==> config.mk <==
export PLATFORM = sky130hd
export DESIGN_NAME = multiword_add_sequencer
export DESIGN_NICKNAME = d
export VERILOG_FILES = /design/src/rtl/multiword_add_sequencer.sv
export SDC_FILE = /design/constraint.sdc
export NUM_CORES = 1
export LEC_CHECK = 0
export ABC_AREA = 0
export BUFFER_PORTS_ARGS = -buffer_cell sky130_fd_sc_hd__buf_4
export CORE_ASPECT_RATIO = 0.6
export CORE_MARGIN = 10
export CORE_UTILIZATION = 52
export DETAILED_ROUTE_END_ITERATION = 12
export PLACE_DENSITY = 0.89
export SLEW_MARGIN = 20
export SYNTH_ARGS = -nofsm -noshare
export SYNTH_HDL_FRONTEND = slang
export SYNTH_SLANG_ARGS = --single-unit
==> constraint.sdc <==
create_clock -name clk -period 1.9 [get_ports clk]
set_input_delay 0.285 -clock clk [delete_from_list [all_inputs] [get_ports clk]]
set_output_delay 0.285 -clock clk [all_outputs]
set_load 0.01 [all_outputs]
==> src/rtl/multiword_add_sequencer.sv <==
// multiword_add_sequencer
//   Sequences a WORDS*WIDTH-bit add through one external combinational
//   WIDTH-bit adder. It processes one word per cycle, least-significant word
//   first, and keeps the carry between words in a register.
//   Optional feature macro: SUBTRACT_EN adds the Sub port, which selects
//   OpA - OpB: the B words are inverted and the initial carry is forced to 1.
module multiword_add_sequencer #(
   parameter int WIDTH = 32,
   parameter int WORDS = 4
) (
   input  logic                     clk,
   input  logic                     rst,
   input  logic                     Start,
   input  logic [WORDS*WIDTH-1:0]   OpA,
   input  logic [WORDS*WIDTH-1:0]   OpB,
   input  logic                     Cin,
`ifdef SUBTRACT_EN
   input  logic                     Sub,
`endif
   output logic [WIDTH-1:0]         AddA,
   output logic [WIDTH-1:0]         AddB,
   output logic                     AddCin,
   input  logic [WIDTH-1:0]         AddSum,
   input  logic                     AddCout,
   output logic [WORDS*WIDTH-1:0]   Result,
   output logic                     Cout,
   output logic                     Busy,
   output logic                     Done
);

   localparam int IDX_W = (WORDS > 1) ? $clog2(WORDS) : 1;
   localparam int OPW   = WORDS * WIDTH;

   localparam logic [1:0] S_IDLE = 2'd0;
   localparam logic [1:0] S_RUN  = 2'd1;
   localparam logic [1:0] S_DONE = 2'd2;

   logic [1:0]        r_state;
   logic [IDX_W-1:0]  r_idx;
   logic              r_carry;
   logic [OPW-1:0]    r_opa;
   logic [OPW-1:0]    r_opb;
   logic [OPW-1:0]    r_result;
   logic              r_cout;
   logic              r_done;
`ifdef SUBTRACT_EN
   logic              r_sub;
`endif

   logic [WIDTH-1:0]  w_a_words [WORDS];
   logic [WIDTH-1:0]  w_b_words [WORDS];
   logic [WORDS-1:0]  w_word_sel;
   logic [WIDTH-1:0]  w_a_sel;
   logic [WIDTH-1:0]  w_b_sel;
   logic [WIDTH-1:0]  w_b_drive;
   logic              w_run;
   logic              w_last;
   logic              w_init_carry;

   // Split the operand registers into words and decode the active word.
   genvar gi;
   generate
      for (gi = 0; gi < WORDS; gi++) begin : g_words
         assign w_a_words[gi]  = r_opa[gi*WIDTH +: WIDTH];
         assign w_b_words[gi]  = r_opb[gi*WIDTH +: WIDTH];
         assign w_word_sel[gi] = (r_idx == IDX_W'(gi));
      end
   endgenerate

   assign w_run  = (r_state == S_RUN);
   assign w_last = (r_idx == IDX_W'(WORDS - 1));

`ifdef SUBTRACT_EN
   // A subtraction starts with carry 1 to complete the two's complement of B.
   assign w_init_carry = Sub ? 1'b1 : Cin;
   assign w_b_drive    = r_sub ? ~w_b_sel : w_b_sel;
`else
   assign w_init_carry = Cin;
   assign w_b_drive    = w_b_sel;
`endif

   // Select the operand words that feed the shared adder this cycle.
   always_comb begin
      w_a_sel = '0;
      w_b_sel = '0;
      for (int i = 0; i < WORDS; i++) begin
         if (w_word_sel[i]) begin
            w_a_sel = w_a_words[i];
            w_b_sel = w_b_words[i];
         end
      end
   end

   // The adder inputs are quiet (all zero) outside RUN.
   always_comb begin
      AddA   = w_run ? w_a_sel   : '0;
      AddB   = w_run ? w_b_drive : '0;
      AddCin = w_run & r_carry;
   end

   assign Result = r_result;
   assign Cout   = r_cout;
   assign Busy   = (r_state != S_IDLE);
   assign Done   = r_done;

   // Control FSM, operand capture and per-word result capture.
   always_ff @(posedge clk) begin
      if (rst) begin
         r_state  <= S_IDLE;
         r_idx    <= '0;
         r_carry  <= 1'b0;
         r_opa    <= '0;
         r_opb    <= '0;
         r_result <= '0;
         r_cout   <= 1'b0;
         r_done   <= 1'b0;
`ifdef SUBTRACT_EN
         r_sub    <= 1'b0;
`endif
      end else begin
         r_done <= 1'b0;
         case (r_state)
            S_IDLE: begin
               if (Start) begin
                  r_opa    <= OpA;
                  r_opb    <= OpB;
                  r_carry  <= w_init_carry;
                  r_idx    <= '0;
                  r_result <= '0;
`ifdef SUBTRACT_EN
                  r_sub    <= Sub;
`endif
                  r_state  <= S_RUN;
               end
            end
            S_RUN: begin
               for (int i = 0; i < WORDS; i++) begin
                  if (w_word_sel[i]) begin
                     r_result[i*WIDTH +: WIDTH] <= AddSum;
                  end
               end
               r_carry <= AddCout;
               r_idx   <= r_idx + IDX_W'(1);
               if (w_last) begin
                  r_cout  <= AddCout;
                  r_state <= S_DONE;
               end
            end
            S_DONE: begin
               // Done is registered, so it pulses in the first cycle back in IDLE.
               r_done  <= 1'b1;
               r_state <= S_IDLE;
            end
            default: begin
               r_state <= S_IDLE;
            end
         endcase
      end
   end

endmodule

=== Word level (Yosys, flattened, before mapping) ===
Cells that the tools add are included.

* Equality and inequality tests: 10
* Shift-type cells: 0
* $lt $le $gt $ge: 0
* Reduce and logical (&&, ||, !) cells: 12
* Div/mod/pow operators: 0
* Multipliers: 0
* Mux-type cells: 24
* Bitwise operators: 1
* $add $sub $neg: 1

{| class="wikitable"
|+ Operators by type and width
! kind !! number
|-
| $mux 32 || 14
|-
| $pmux 128 s2 || 1
|-
| $mux 128 || 1
|-
| $reduce_and 3->1 || 4
|-
| $ne 2x2->1 const B || 4
|-
| $pmux 2 s2 || 2
|-
| $reduce_and 2->1 || 4
|-
| $eq 2x2->1 const B || 3
|-
| $mux 2 || 3
|-
| $eq 2x1->1 const B || 2
|-
| $logic_not 2->1 || 2
|-
| $reduce_bool 2->1 || 2
|-
| $add 2x1->2 const B || 1
|-
| $mux 1 || 2
|-
| $ne 2x1->1 const B || 1
|-
| $pmux 1 s2 || 1
|-
| $and 1x1->1 || 1
|}

* Bits in read-only memories: 0
* RAM bits: 0
* Register bits after elaboration: 391
* Memories kept: 0
* Logic and storage cells: 59
* Latch bits: 0

=== Logic depth before layout (Yosys ltp) ===
Gate-level depths: netlist of the first run.

* Word-level depth: 6
* Depth in mapped cells: 7
* Mapped depth without buffers: 5

=== Least setup slack after synthesis of the first run ===
No wires, ideal clock.

* Path type: register to output
* From: register r_idx[0]
* To: output port AddB[25]
* Buffers on the path: 2
* Stages on the path, launching flop included: 7
* Arrival time: 1.683 ns
* Setup slack: -0.068 ns
* Data required time: 1.615 ns
* Cell sequence: dfxtp_1 -> inv_1 -> ha_1 -> clkbuf_1 -> clkbuf_1 -> a221oi_1 -> o41ai_1

* Word-level cells in the longest chain between the ends: 6
* Elaborated cells between the ends (all ways): 9
* Those cells by class: 3 x eq/ne; 5 x mux; 1 x reduce/logical

{| class="wikitable"
|+ Ends and longest elaborated chain
! element !! line !! RTL
|-
| start: declaration || 39 || <nowiki>logic [IDX_W-1:0] r_idx;</nowiki>
|-
| start signal: assignment || 143 || <nowiki>r_idx <= r_idx + IDX_W'(1);</nowiki>
|-
| $logic_not 2->1 || 66 || <nowiki>assign w_word_sel[gi] = (r_idx == IDX_W'(gi));</nowiki>
|-
| $mux 32 (3 in series) || 87 || <nowiki>if (w_word_sel[i]) begin</nowiki>
|-
| $mux 32 * || 87 ||
|-
| $mux 32 * || 97 || <nowiki>AddB = w_run ? w_b_drive : '0;</nowiki>
|-
| end: declaration || 21 || <nowiki>output logic [WIDTH-1:0] AddB,</nowiki>
|}

Mark *: on every way between the ends. The rest lies on a longest branch, timed or not.

=== Worst setup path in the final report of the first run ===
* From: register r_idx[0]
* To: output port AddB[22]

Same word-level chain as after synthesis.

==> qor.csv, run 1 <==
metric,value,unit
"Net Count, Synth",2223,
Total Routing Usage GR,33.3,%
Worst-Margin Slew,0.650,ns
Synth top cells by count,"nand2_1, dfxtp_1, a21oi_1",
CP max stage delay,0.37,ns
Synth Cell Area,0.0164,mm^2
die height,158,um
die area,0.0393,mm^2
GPL Wtd Cong,0.896,
Inserted Clock Buffers,36,
leading area contributor after synthesis,dfxtp_1,
maxcap violations,0,
Post-synth ARST share,0,%
status,"complete, but fails checks",
Yosys top cell area share,47.6,%
Syn Inst Count,1926,
Post-DP HPWL,41.3,mm
Setup WS pre-CTS,-0.278,ns
Power per Cell Area,817,mW/mm^2
RSZ-0062 raised after global routing,true,
Skew-Pair Late Insertion Delay,0.54,ns
"Seq/Total Area, Yosys",47.6,%
post-layout minimum cycle time,2.66,ns
kind of critical path,register to output port,
clock root cell,clkbuf_16,
worst r2r src,r_state[1]$_SDFFE_PP0P_,
Sum Neg Setup Slack,-41.26,ns
Initial DRC Count,2667,
dominant synthesized flop cell,dfxtp_1,
slack of the worst reg-to-reg path,-0.03,ns
core area,0.0312,mm^2
PortBufs,488,
gr ovfl total,0,
Hold Path Sink,r_opb[22]$_SDFFE_PP0P_,
# IOs,489,
Syn. warnings,0,
"flops & latches, synth",391,
startpoint types,register,
"slowest stage cell, crit path",dfxtp_4,
Slew headroom,56.7,%
Die X,249,um
Slew Limit Fails,0,
slack of the critical path,-0.759,ns
first-pass GRT wire length,104,mm
top-count cell post-synth,nand2_1,
crit path max fanout,8,
DR pass1 iterations,6,
Setup crit end kind,output port,
pin count of the biggest net entering global routing,134,
fin nets,2793,
number of synthesized flops with an enable pin,0,
min-delay src,OpB[22],
syn_area_per_cell,8.53,um^2
DR WL/cell,26.3,um
Hold Crit Class,primary input to register,
Fill cells,1674,
final setup vio count,67,
Crit path arrival time,2.37,ns
Hold Crit Depth,3,
Leak,10.8,nW
DP Area,0.0209,mm^2
# clock sinks,391,
most frequent CP cell,buf_12,
vias in the first global route,18300,
Initial Utilization,52.7,%
Worst Path Required,1.62,ns
FMAX,376,MHz
"Reg clk slew, reported paths",0.08,ns
Yosys cell types,26,
Routed Wire Length,77.6,mm
Placement Rows,50,
Area growth syn-to-layout,52.1,%
Fin. Hold Viols,0,
fin crit share,140,%
residual DRC count,0,
hold slack,0.00253,ns
VDD IR max,0.703,mV
via density per instance,6.32,
CTS tree,built,
post-route cell area,0.0250,mm^2
share of layout cells above drive strength 1,31.8,%
post-route ant nets,0,
CTS H-tree depth,2,
reg2reg end,r_opb[122]$_SDFFE_PP0P_,
worst-path cell chain,inv_4 -> ha_4 -> nor2b_4 -> buf_12 -> buf_12 -> buf_16 -> buf_6 -> a221oi_4 -> o41ai_2 -> buf_4,
clk buf depth,3,
vias after detailed routing,18600,
initial antenna violation count,20,
failing checks,negative setup slack,
cells on worst reg2reg path,5,
Setup Skew,0.0170,ns
top post-synthesis cells by area,"dfxtp_1, nand2_1, a21oi_1",
[final cells by class]
| type | count | area (um^2) | area share, % |
|---|---|---|---|
| clock inverters | 14 | 144 | 0.576 |
| clock buffers | 48 | 1010 | 4.03 |
| diodes | 16 | 40.0 | 0.160 |
| multi-input cells | 1349 | 8860 | 35.4 |
| inverters | 2 | 12.5 | 0.0501 |
| well taps | 416 | 520 | 2.08 |
| flip-flops and latches | 391 | 7840 | 31.4 |
| repair buffers | 716 | 6570 | 26.3 |
[worst max-delay path by stage]
stage                               start        to  slack [ns]
global placement    r_idx[0]$_SDFFE_PP0P_   AddB[4]       -0.25
detailed placement  r_idx[0]$_SDFFE_PP0P_   AddB[4]       -0.28
CTS                 r_idx[0]$_SDFFE_PP0P_  AddA[23]       -0.61
finish              r_idx[0]$_SDFFE_PP0P_  AddB[22]       -0.76
global route        r_idx[0]$_SDFFE_PP0P_   AddA[7]       -0.83
floorplan           r_idx[1]$_SDFFE_PP0P_  AddB[14]       -0.03
[placed cells by master, fill, tap and decap left out, types with 3 or more instances in the layout]
cell / synthesis / final
nand3b_1: 33 / 33
a221oi_2: 0 / 37
ha_4: 0 / 4
o41ai_2: 0 / 57
o41ai_4: 0 / 3
a21o_2: 0 / 4
clkbuf_1: 88 / 7
dfxtp_1: 391 / 387
buf_12: 0 / 38
diode_2: 0 / 16
nor2b_4: 0 / 10
clkinv_2: 0 / 6
buf_4: 16 / 522
nand3_1: 68 / 68
nand2b_1: 130 / 129
clkbuf_16: 0 / 45
inv_6: 0 / 3
a221oi_1: 64 / 6
nor2b_1: 66 / 55
nand2_1: 519 / 519
dlygate4sd3_1: 0 / 118
a21oi_1: 260 / 259
clkbuf_8: 0 / 4
a221oi_4: 0 / 21
o41ai_1: 64 / 4
mux2i_1: 128 / 128
buf_16: 0 / 10
buf_6: 23 / 18
[state kept, by name, indices dropped and copies added (netlist names)]
signal	cells
r_opa	128
Cout	1
r_idx	2
r_state	2
r_carry	1
r_opb	128
Result	128
Done	1
[where the power goes]
group / total [mW] / internal (mW) / switching (mW)
registers: 8.99 / 8.62 / 0.363
clock network: 7.42 / 4.04 / 3.38
logic: 4.01 / 1.89 / 2.12
[worst max-delay path, delay by kind of cell (launching register included)]
kind / cells / cell delay, ns
buffers and inverters: 6 / 0.82
AND/OR/NAND/NOR: 1 / 0.17
AO/OA/AOI/OAI: 2 / 0.37
flip-flops: 1 / 0.37
adder cells (fa/ha/maj): 1 / 0.12
[metal layers]
metal	wire [um]	global-route usage (%)	share of wire, %	vias up
met2	35300	56.2	45	1695
met1	26400	36.2	34	8622
met5	89	0	0.11	-
met4	6350	21.8	8.2	12
li1	-	-	-	7733
met3	9510	10.5	12	584
[cells by family after synthesis]
family                     synth area share [%]
and+or+nand+nor                            23.2
AOI/OAI and AO/OA                          15.0
DFF                                        47.6
buffers and inverters                      6.05
muxes                                      7.80
adders and majority gates                 0.305
[through the flow]
| stage | instances | power [mW] | utilization [%] |
|---|---|---|---|
| after floorplan | 1926 | 10.6 | - |
| after global placement | 2709 | 11.8 | 67.0 |
| after detailed placement | 2709 | 11.9 | 67.0 |
| after CTS | 2905 | 19.6 | 76.9 |
| after global routing | 2949 | 20.9 | 80.2 |
| final | 2952 | 20.4 | 80.2 |
[timing repair]
item                       4_1_cts  5_1_grt
hold endpoints to repair       117        1
hold buffers                   117        1
pin swaps                       50       22
resized for setup               92       86
gates cloned                     8        9
setup buffers                    9       22
setup endpoints to repair       65       74
(Power assumes the default switching activity.)
==> run 2: changes to the inputs <==
--- a/config.mk
+++ b/config.mk
@@ -9,9 +9,9 @@
 export BUFFER_PORTS_ARGS = -buffer_cell sky130_fd_sc_hd__buf_4
 export CORE_ASPECT_RATIO = 0.6
 export CORE_MARGIN = 10
-export CORE_UTILIZATION = 52
+export CORE_UTILIZATION = 47
 export DETAILED_ROUTE_END_ITERATION = 12
-export PLACE_DENSITY = 0.89
+export PLACE_DENSITY = 0.86
 export SLEW_MARGIN = 20
 export SYNTH_ARGS = -nofsm -noshare
 export SYNTH_HDL_FRONTEND = slang
==> constraint.sdc (replaced) <==
create_clock -name clk -period 2.28 [get_ports clk]
set_input_delay 0.342 -clock clk [delete_from_list [all_inputs] [get_ports clk]]
set_output_delay 0.342 -clock clk [all_outputs]
set_load 0.01 [all_outputs]
==> qor.csv, run 2 (synthesis gave the netlist of run 1 again) <==
metric,value,unit,change
Slew headroom,46.8,%,-9.9 points
internal power,12.0,mW,-18%
Initial DRC Count,1894,,-29%
Die X,261,um,+4.8%
Worst-Margin Slew,0.798,ns,+0.149 ns
Psw,4.43,mW,-24%
combinational power share,16.3,%,-3.3 points
# clock sinks,391,,unchanged
# IOs,489,,unchanged
CTS tree,built,,
Setup Skew,0.0209,ns,+0.00384 ns
CTS H-tree depth,2,,unchanged
highest routed layer,met5,,
kind of critical path,register to output port,,
core area,0.0341,mm^2,+9.4%
via density per instance,5.80,,-8.1%
Initial Utilization,48.2,%,-4.5 points
met3 routed WL,5.94,mm,-38%
post-route ant nets,0,,unchanged
Setup crit end kind,output port,,
DR pass1 iterations,6,,unchanged
Inserted Clock Buffers,38,,+5.6%
final setup vio count,64,,-4.5%
post-layout minimum cycle time,2.69,ns,
Placement Rows,52,,+4.0%
Leak,9.95,nW,-7.7%
Fill cells,2577,,+54%
FMAX,372,MHz,
clock root cell,clkbuf_16,,
PortBufs,488,,unchanged
Routed Wire Length,64.3,mm,-17%
final core utilization,67.3,%,-13 points
Area growth syn-to-layout,39.6,%,
"commonest non-fill, non-tap cells in the layout","buf_4, nand2_1, dfxtp_1, a21oi_1, nand2b_1",,
"commonest non-fill, non-tap cell in the layout",buf_4,,
Sw Share,27.0,%,-1.7 points
status,"complete, but fails checks",,
first-pass GRT wire length,93.8,mm,-10%
sequential power share,45.3,%,+1.3 points
clock power share,38.3,%,+2.0 points
maxcap violations,0,,unchanged
pin count of the biggest net entering global routing,98,,-27%
failing checks,negative setup slack,,
met2 wire len,30.7,mm,-13%
crit path max fanout,16,,+8
Worst Path Required,1.94,ns,+0.32 ns
Crit path arrival time,2.34,ns,-0.03 ns
VDD IR max,0.618,mV,-12%
"Reg clk slew, reported paths",0.06,ns,-0.02 ns
startpoint types,register,,
GPL Wtd Cong,0.946,,+5.6%
Slew Limit Fails,0,,unchanged
Power per Cell Area,714,mW/mm^2,-13%
vias in the first global route,16400,,-10%
vias after detailed routing,16500,,-12%
fin nets,2651,,-5.1%
fin crit share,118,%,
slack of the critical path,-0.406,ns,+0.353 ns
clk buf depth,3,,unchanged
RSZ-0062 raised after global routing,true,,
DR WL/cell,22.6,um,-14%
Skew-Pair Late Insertion Delay,0.54,ns,about the same
Total Routing Usage GR,27.2,%,-6.1 points
DRT met1 WL,24.0,mm,-9.3%
"Hold-fix buffers, CTS",0,,-100%
Hold Crit Class,primary input to register,,
die height,165,um,+4.5%
hold slack,0.0450,ns,+0.0425 ns
Fin. Hold Viols,0,,unchanged
residual DRC count,0,,unchanged
die area,0.0431,mm^2,+9.5%
share of layout cells above drive strength 1,31.0,%,-0.78 points
Post-DP HPWL,42.0,mm,+1.6%
initial antenna violation count,8,,-60%
gr ovfl total,0,,unchanged
-- run 2: cell count changes in the layout (fill, tap and decap cells not counted), sizes merged --
cell and change:
buf -22, clkbuf -1, diode -10, dlygate4sd3 -118
inv -2
-- run 2: per-layer routing --
| layer | vias up | global-route usage (%) |
|---|---|---|
| met5 | - | 0 |
| met4 | 4 | 15.4 |
| met3 | 255 | 7.21 |
| met2 | 996 | 44.7 |
| met1 | 7815 | 31.9 |
| li1 | 7426 | - |
-- run 2: final cells by class --
type,count,area (um^2),share of cell area (%)
Antenna cell,6,15.0,0.0655
Clock buffer,51,1070,4.66
Clock inverter,12,135,0.589
Inverter,2,10.0,0.0436
Multi-Input combinational cell,1349,8390,36.6
Sequential cell,391,7830,34.2
Tap cell,459,574,2.50
Timing Repair Buffer,572,4900,21.4
-- run 2: timing repair --
| item | 4_1_cts | 5_1_grt |
|---|---|---|
| cloned | 5 | 6 |
| setup endpoints to repair | 64 | 65 |
| resized for setup | 60 | 69 |
| pin swaps | 40 | 25 |
| setup buffers | 11 | 11 |
-- run 2: worst paths after layout --
path / from / end / slack, ns / cells past startpoint
worst max register to register: r_idx[0]$_SDFFE_PP0P_ / Result[92]$_SDFFE_PP0P_ / 0.26 / 9
worst max-delay path: r_idx[0]$_SDFFE_PP0P_ / AddA[24] / -0.41 / 8
worst min register to register: r_opb[16]$_SDFFE_PP0P_ / r_opb[16]$_SDFFE_PP0P_ / 0.46 / 2
worst min-delay path: OpA[77] / r_opa[77]$_SDFFE_PP0P_ / 0.05 / 3
-- run 2: worst max-delay path, cell delays in order (launching register included) --
cell and delay (ns):
dfxtp_4 0.38, inv_4 0.05, buf_6 0.11, ha_4 0.16, buf_12 0.15, buf_16 0.17, nor2b_1 0.17, o41ai_1 0.41
buf_4 0.20
-- run 2: metrics by stage --
| step | instance area [um^2] | power (mW) | setup slack (ns) | cells | TNS [ns] |
|---|---|---|---|---|---|
| floorplan | 16400 | 8.80 | 0.255 | 1926 | 0 |
| global placement | 20400 | 9.78 | -0.00389 | 2742 | -0.00389 |
| detailed placement | 20400 | 9.85 | -0.0459 | 2742 | -0.0958 |
| CTS | 22300 | 16.3 | -0.364 | 2821 | -19.38 |
| global route | 22900 | 17.0 | -0.429 | 2841 | -22.81 |
| finish | 22900 | 16.4 | -0.406 | 2842 | -18.03 |
-- run 2: power groups by stage --
stage	Combinational, mW	Clock (mW)	Sequential [mW]
floorplan	1.29	0	7.52
detailed placement	2.31	0	7.54
finish	2.67	6.28	7.43
global placement	2.26	0	7.52
global route	2.84	6.66	7.45
CTS	2.52	6.35	7.40
